### config.mk
export PLATFORM = sky130hd
export DESIGN_NAME = store_commit_queue
export DESIGN_NICKNAME = d
export VERILOG_FILES = /design/src/rtl/store_commit_queue.sv
export SDC_FILE = /design/constraint.sdc
export NUM_CORES = 1
export LEC_CHECK = 0
export BUFFER_PORTS_ARGS = -buffer_cell sky130_fd_sc_hd__buf_2
export CORE_ASPECT_RATIO = 1.1
export CORE_MARGIN = 2
export CORE_UTILIZATION = 25
export CTS_BUF_LIST = sky130_fd_sc_hd__clkbuf_16
export DETAILED_ROUTE_END_ITERATION = 6
export SYNTH_ARGS = -nofsm -noshare
export SYNTH_HDL_FRONTEND = slang
export SYNTH_SLANG_ARGS = --single-unit
### constraint.sdc
create_clock -name clk -period 6.81 [get_ports clk]
set_input_delay 0.681 -clock clk [delete_from_list [all_inputs] [get_ports clk]]
set_output_delay 0.681 -clock clk [all_outputs]
set_load 0.02 [all_outputs]
### src/rtl/store_commit_queue.sv
// Store commit queue: accepts up to two retired stores per cycle, drains the
// oldest to data memory, and forwards the youngest matching store to loads.
module store_commit_queue #(
  parameter int DEPTH = 4
) (
  input  logic                     clk,
  input  logic                     rst,
  input  logic [64:0]              completed_inst_0,
  input  logic                     completed_inst_0_valid,
  input  logic [64:0]              completed_inst_1,
  input  logic                     completed_inst_1_valid,
  output logic                     sq_stall,
  output logic                     mem_req,
  output logic [31:0]              mem_addr,
  output logic [31:0]              mem_wdata,
  input  logic                     mem_ready,
  input  logic [31:0]              load_addr,
  output logic                     fwd_hit,
  output logic [31:0]              fwd_data,
  output logic                     err_misaligned,
  output logic                     sq_empty,
  output logic [$clog2(DEPTH):0]   sq_count
);

  localparam int AW = $clog2(DEPTH);
  localparam int CW = AW + 1;

  logic [31:0]   addr_q [DEPTH];
  logic [31:0]   data_q [DEPTH];
  logic [AW-1:0] head_q, head_d, tail_q, tail_d, wr1_idx;
  logic [CW-1:0] count_q, count_d;
  logic          err_q, err_d;

  logic [31:0] addr0, data0, addr1, data1;
  logic        ill0, ill1, live0, live1, enq0, enq1, deq;
  logic [1:0]  enq_n;
  logic        unused_ok;

  assign data0 = completed_inst_0[64:33];
  assign addr0 = completed_inst_0[32:1];
  assign ill0  = completed_inst_0[0];
  assign data1 = completed_inst_1[64:33];
  assign addr1 = completed_inst_1[32:1];
  assign ill1  = completed_inst_1[0];

  // Load byte offset is irrelevant: matching is at word granularity.
  assign unused_ok = ^load_addr[1:0];

  assign sq_count = count_q;
  assign sq_empty = (count_q == '0);
  assign sq_stall = (count_q > CW'(DEPTH - 2));

  assign live0 = completed_inst_0_valid & ~ill0;
  assign live1 = completed_inst_1_valid & ~ill1;
  assign enq0  = ~sq_stall & live0 & (addr0[1:0] == 2'b00);
  assign enq1  = ~sq_stall & live1 & (addr1[1:0] == 2'b00);
  assign enq_n = {1'b0, enq0} + {1'b0, enq1};
  // Slot 1 lands right behind slot 0 only if slot 0 was actually taken.
  assign wr1_idx = tail_q + AW'(enq0);

  assign deq = ~sq_empty & mem_ready;

  assign head_d  = head_q + AW'(deq);
  assign tail_d  = tail_q + AW'(enq_n);
  assign count_d = count_q + CW'(enq_n) - CW'(deq);
  assign err_d   = ~sq_stall &
                   ((live0 & (addr0[1:0] != 2'b00)) | (live1 & (addr1[1:0] != 2'b00)));

  always_ff @(posedge clk) begin
    if (rst) begin
      head_q  <= '0;
      tail_q  <= '0;
      count_q <= '0;
      err_q   <= 1'b0;
    end else begin
      head_q  <= head_d;
      tail_q  <= tail_d;
      count_q <= count_d;
      err_q   <= err_d;
    end
  end

  // Payload storage is never reset; occupancy alone decides visibility.
  always_ff @(posedge clk) begin
    if (enq0) begin
      addr_q[tail_q] <= addr0;
      data_q[tail_q] <= data0;
    end
    if (enq1) begin
      addr_q[wr1_idx] <= addr1;
      data_q[wr1_idx] <= data1;
    end
  end

  assign err_misaligned = err_q;
  assign mem_req        = ~sq_empty;
  assign mem_addr       = sq_empty ? '0 : addr_q[head_q];
  assign mem_wdata      = sq_empty ? '0 : data_q[head_q];

  // Walk oldest to youngest so the last match seen is the youngest.
  always_comb begin
    logic [AW-1:0] idx;
    idx      = '0;
    fwd_hit  = 1'b0;
    fwd_data = '0;
    for (int i = 0; i < DEPTH; i++) begin
      idx = head_q + AW'(i);
      if ((CW'(i) < count_q) && (addr_q[idx][31:2] == load_addr[31:2])) begin
        fwd_hit  = 1'b1;
        fwd_data = data_q[idx];
      end
    end
  end

endmodule
# --- Yosys cells after proc, flatten, opt, wreduce, memory -nomap -nowiden ---
# Memory sizes are Yosys's and may differ from the RTL's. A register that Yosys moved wholly into a read port is not among the register bits.
# Index checks and enable logic that the tools add are counted.
word_totals:
  reg_bits: 8
  ramBits: 256
  n_memories: 2
mem_list:
  columns: ["memory", "words", "width", "rd", "rd_clocked_by_memory_dff", "wr", "line", "rtl"]
  rows:
  - ["addr_q", 4, 32, 4, 1, 2, "28", "logic [31:0] addr_q [DEPTH];"]
  - ["data_q", 4, 32, 4, 1, 2, "29", "logic [31:0] data_q [DEPTH];"]
classes:
  n_addsub: 9
  order_cmp: 5
  n_eq_ne: 4
  muxes: 16
  n_bitwise: 15
  reduce_logical: 9
op_table:
  columns: ["cell", "n"]
  rows:
  - ["$mux 32", 6]
  - ["$eq 30x30->1", 4]
  - ["$and 1x1->1", 10]
  - ["$mux 1", 8]
  - ["$lt 1x3->1 const A", 2]
  - ["$lt 2x3->1 const A", 2]
  - ["$add 2x1->2", 2]
  - ["$add 2x2->2 const B", 2]
  - ["$logic_and 1x1->1", 4]
  - ["$logic_not 2->1", 2]
  - ["$mux 2", 2]
  - ["$not 1->1", 4]
  - ["$reduce_bool 2->1", 2]
  - ["$add 3x2->3", 1]
  - ["$gt 3x2->1 const B", 1]
  - ["$logic_not 3->1", 1]
  - ["$sub 3x1->3", 1]
  - ["$add 1x1->2", 1]
  - ["$add 2x1->2 const B", 1]
  - ["$add 2x2->2", 1]
  - ["$or 1x1->1", 1]

# --- Depth between registers and ports, before layout ---
depth:
  ltp_word: 7
  ltp_mapped: 15
  mapped_depth_nobuf: 11

# --- Least setup slack after synthesis ---
# Ideal clock, no wire load.
synth_path:
  path_type: "in2reg"
  start: "input completed_inst_0[0]"
  end: "memory addr_q[1][0] (enable)"
  setup_ns: 0.574
  t_arrival_ns: 5.936
  required_ns: 6.236
  setup_slack_ns: 0.299
  path_stages: 4
  cell_sequence: "nand2b_1 nor4_1 nand2b_1 o21ai_0"
synth_rtl:
  columns: ["element", "line", "rtl"]
  rows:
  - ["start, declared", "8", "input logic [64:0] completed_inst_0,"]
  - ["end, declared", "28", null]

# --- Final worst setup path ---
layout_path:
  start: "register head_q[1]"
  end: "output fwd_data[3]"
layout_via:
  elab_chain_len: 7
  word_cells_on_any_way: 14
  cone_classes: "3 x add/sub; 3 x eq/ne; 3 x mux; 3 x reduce/logical; 2 x memory"
layout_lines:
  columns: ["element", "line", "rtl"]
  rows:
  - ["start, declared", "30", "logic [AW-1:0] head_q, head_d, tail_q, tail_d, wr1_idx;"]
  - ["start signal, assigned", "71", "head_q <= '0;"]
  - ["start signal, assigned", "76", "head_q <= head_d;"]
  - ["$add 2x1->2", "107", "idx = head_q + AW'(i);"]
  - ["$mem_v2 4x32", null, null]
  - ["$eq 30x30->1", "108", "if ((CW'(i) < count_q) && (addr_q[idx][31:2] == load_addr[31:2])) begin"]
  - ["$logic_and 1x1->1", "108", null]
  - ["$mux 32 (2 in series)", "108", null]
  - ["$mux 32 (*)", "108", null]
  - ["end, declared", "19", "output logic [31:0] fwd_data,"]
# Every way passes the cells marked *; elsewhere a longest branch is shown, timed or not.

==> flow_metrics.tcl <==
set metrics [dict create \
    clock_latency_ns 0.57 \
    ys_seq_elements 264 \
    globalplace.congestion 0.948 \
    path_clk_slew_ns 0.05 \
    p_per_area_nw_per_um2 285 \
    start_kind "flop" \
    vdd_drop_max_v 0.000206 \
    grt_util_met3 0.0354 \
    netlist_instances 1840 \
    io_buffers 268 \
    wirelength_microns 76800 \
    post_drt_wl_per_cell_microns 24.9 \
    path_cells "buf_4 -> mux2i_1 -> o221ai_1 -> a21oi_1 -> or4b_4 -> or4_4 -> buf_4 -> nor4_1 -> a211oi_1 -> o2111ai_1 -> a31oi_1 -> buf_2" \
    cts_tree "yes" \
    final_util 0.295 \
    grt_overflow_total 0 \
    postCtsSetupBuffers 0 \
    async_reset_ff_frac 0 \
    arrival_ns 5.52 \
    drt-initial-drc-count 1635 \
    syn_area_sq_um 20700 \
    grt_max_degree 78 \
    layout-drive-gt1-share 0.362 \
    grt_use_total 0.175 \
    cts_root_buffer "clkbuf_16" \
    numClockSinks 264 \
    crit_buf_inv 3 \
    final_cell_mix "buf_2, mux2_2, edfxtp_1" \
    rsz0062_at_grt "false" \
    crit_path_max_incr_delay_ns 0.95 \
    skew_ns 0.0392 \
    p_leak_uw 0.00804 \
    num_vias 17000 \
    dieArea_sq_um 85200 \
    min_period_ns 6.20 \
    postCtsResizedCells 0 \
    grt_use_met2 0.283 \
    max-cap-violations 0 \
    cts_buffers 35 \
    cpLargestDelayFamily "simple AND/OR/NAND/NOR gates" \
    relSlewSlack 0.299 \
    synth_cell_types 57 \
    min-delay-path-class "input port to flop" \
    die_h_microns 306 \
    worstMarginPinSlew_ns 1.04 \
    finalSetupTns_ns 0 \
    place_ws_ns 1.32 \
    top_usage_layer "met2" \
    cp_num_cells 12 \
    grt_use_met1 0.229 \
    yosys_warnings 0 \
    start_util 0.253 \
    seq_area_frac_synth 0.379 \
    fin_crit_sh 0.910 \
    clock.fmax_mhz 161 \
    ctsHoldBuffers 0 \
    regToRegSetupSlack_ns 2.59 \
    worstSetupEndpointType "output port" \
    core.rowCount 110 \
    fillers 8477 \
    drc 0 \
    ios 271 \
    htree_levels 2 \
    grt_pass1_wl_microns 112000 \
    status "finished, final reports clean" \
    dp.final_hpwl_microns 50500 \
    hold_depth 2 \
    final_nets 2169 \
    synth_edf_count 256 \
    antenna_found_initial 28 \
    ant_nets 0 \
    fin_hold_ws_ns 0.428 \
    avgViaCountPerCell 5.51 \
    reg2reg_depth 8 \
    synth_nets 2015 \
    syn_avg_cell_area_sq_um 11.3 \
    layout_commonest_cell "buf_2" \
    area_growth_syn_to_layout_pct 16.7 \
    setup_ws_ns 0.610 \
    critPathMaxFanout 65 \
    dr.pass1.iters 6 \
    cp.required_ns 6.13 \
    setup-violations-final 0 \
    slew_viol_final 0 \
    grt_pass1_vias 16500 \
    hold_violations 0 \
    crit_type "flop to output port" \
    synthFlopType "edfxtp_1" \
    cpMostUsedCell "buf_4" \
    die_width_microns 279 \
    clk_path_buf_depth 3 \
    core-area_sq_um 82000 \
    cp_slowest_cell "dfxtp_4" \
]
power breakdown:
part,internal [uW],total [uW],switching [uW]
sequential,1840,1960,118
clock,1060,1830,770
combinational,1160,3110,1950
worst reg2reg max path, delay by kind of cell (launching register included):
family                     cells  cell delay [ns]
buffers and inverters          3             1.29
and+or+nand+nor                2             0.92
DFF                            1             0.43
adders and majority gates      1             0.41
AOI/OAI and AO/OA              2             0.75
kinds of logic (layout without fill, tap and decap cells):
kind of cell    after synthesis  count (layout)  synth area share
flops                       264             264             0.379
mux                         494             494             0.306
fa+ha+maj                     8               8           0.00519
other cells                   0               9                 0
compound gates              376             376             0.133
buf+inv                     239             417            0.0479
xor+xnor                    106             106            0.0448
simple gates                353             353            0.0852
metal layers:
layer	up-vias	routed length (microns)
li1	7593	-
met1	8522	33100
met2	721	35800
met3	180	5200
met4	18	2730
met5	-	112
Yosys cell counts (8+ instances only):
| library cell | count | area, sq um |
|---|---|---|
| clkbuf_1 | 127 | 477 |
| nor4_1 | 79 | 494 |
| o21ai_0 | 58 | 290 |
| nand4_1 | 12 | 75.1 |
| o22ai_1 | 9 | 56.3 |
| mux2i_1 | 149 | 1490 |
| mux2_2 | 259 | 2920 |
| nor2b_1 | 14 | 87.6 |
| xnor2_1 | 75 | 657 |
| o2111ai_1 | 35 | 307 |
| nor2_1 | 54 | 203 |
| inv_1 | 45 | 169 |
| buf_2 | 26 | 130 |
| xor2_1 | 31 | 272 |
| buf_4 | 9 | 67.6 |
| a31oi_1 | 35 | 219 |
| a221oi_1 | 34 | 298 |
| o211a_1 | 31 | 310 |
| and2_1 | 27 | 169 |
| edfxtp_1 | 256 | 7690 |
| nand3_1 | 11 | 55.1 |
| mux4_2 | 85 | 1910 |
| buf_1 | 27 | 101 |
| a211oi_1 | 108 | 811 |
| nand2_1 | 127 | 477 |
| dfxtp_1 | 8 | 160 |
| a21oi_1 | 28 | 140 |
flip-flops by register name, summed over array words and instances (netlist names):
signal          cells
addr_q            128
data_q            128
err_misaligned      1
head_q              2
sq_count            3
tail_q              2
final timing paths:
kind | startpoint | end
max | head_q[1]$_SDFF_PP0_ | fwd_data[3]
min | rst | head_q[1]$_SDFF_PP0_
max reg2reg | sq_count[2]$_SDFF_PP0_ | data_q[1][12]$_DFFE_PP_
min reg2reg | tail_q[1]$_SDFF_PP0_ | tail_q[1]$_SDFF_PP0_
through the flow:
step / power (uW) / instances / cell area (sq um)
2_1_floorplan: 4080 / 1840 / 20700
3_3_place_gp: 5070 / 3021 / 23100
3_5_place_dp: 5090 / 3021 / 23100
4_1_cts: 6930 / 3082 / 24200
5_1_grt: 7210 / 3087 / 24200
6_report: 6900 / 3091 / 24200
layout make-up:
type                            count  area [sq um]  share of cell area
Clock buffer                       35           876              0.0362
Inverter                           46           178             0.00734
Multi-Input combinational cell   1337         12000               0.497
Timing Repair Buffer              310          1680              0.0695
Antenna cell                        9          22.5            0.000931
Clock inverter                     26           225             0.00931
Sequential cell                   264          7860               0.325
Tap cell                         1064          1330              0.0550
Note: power is estimated with default switching activity, not from simulation.
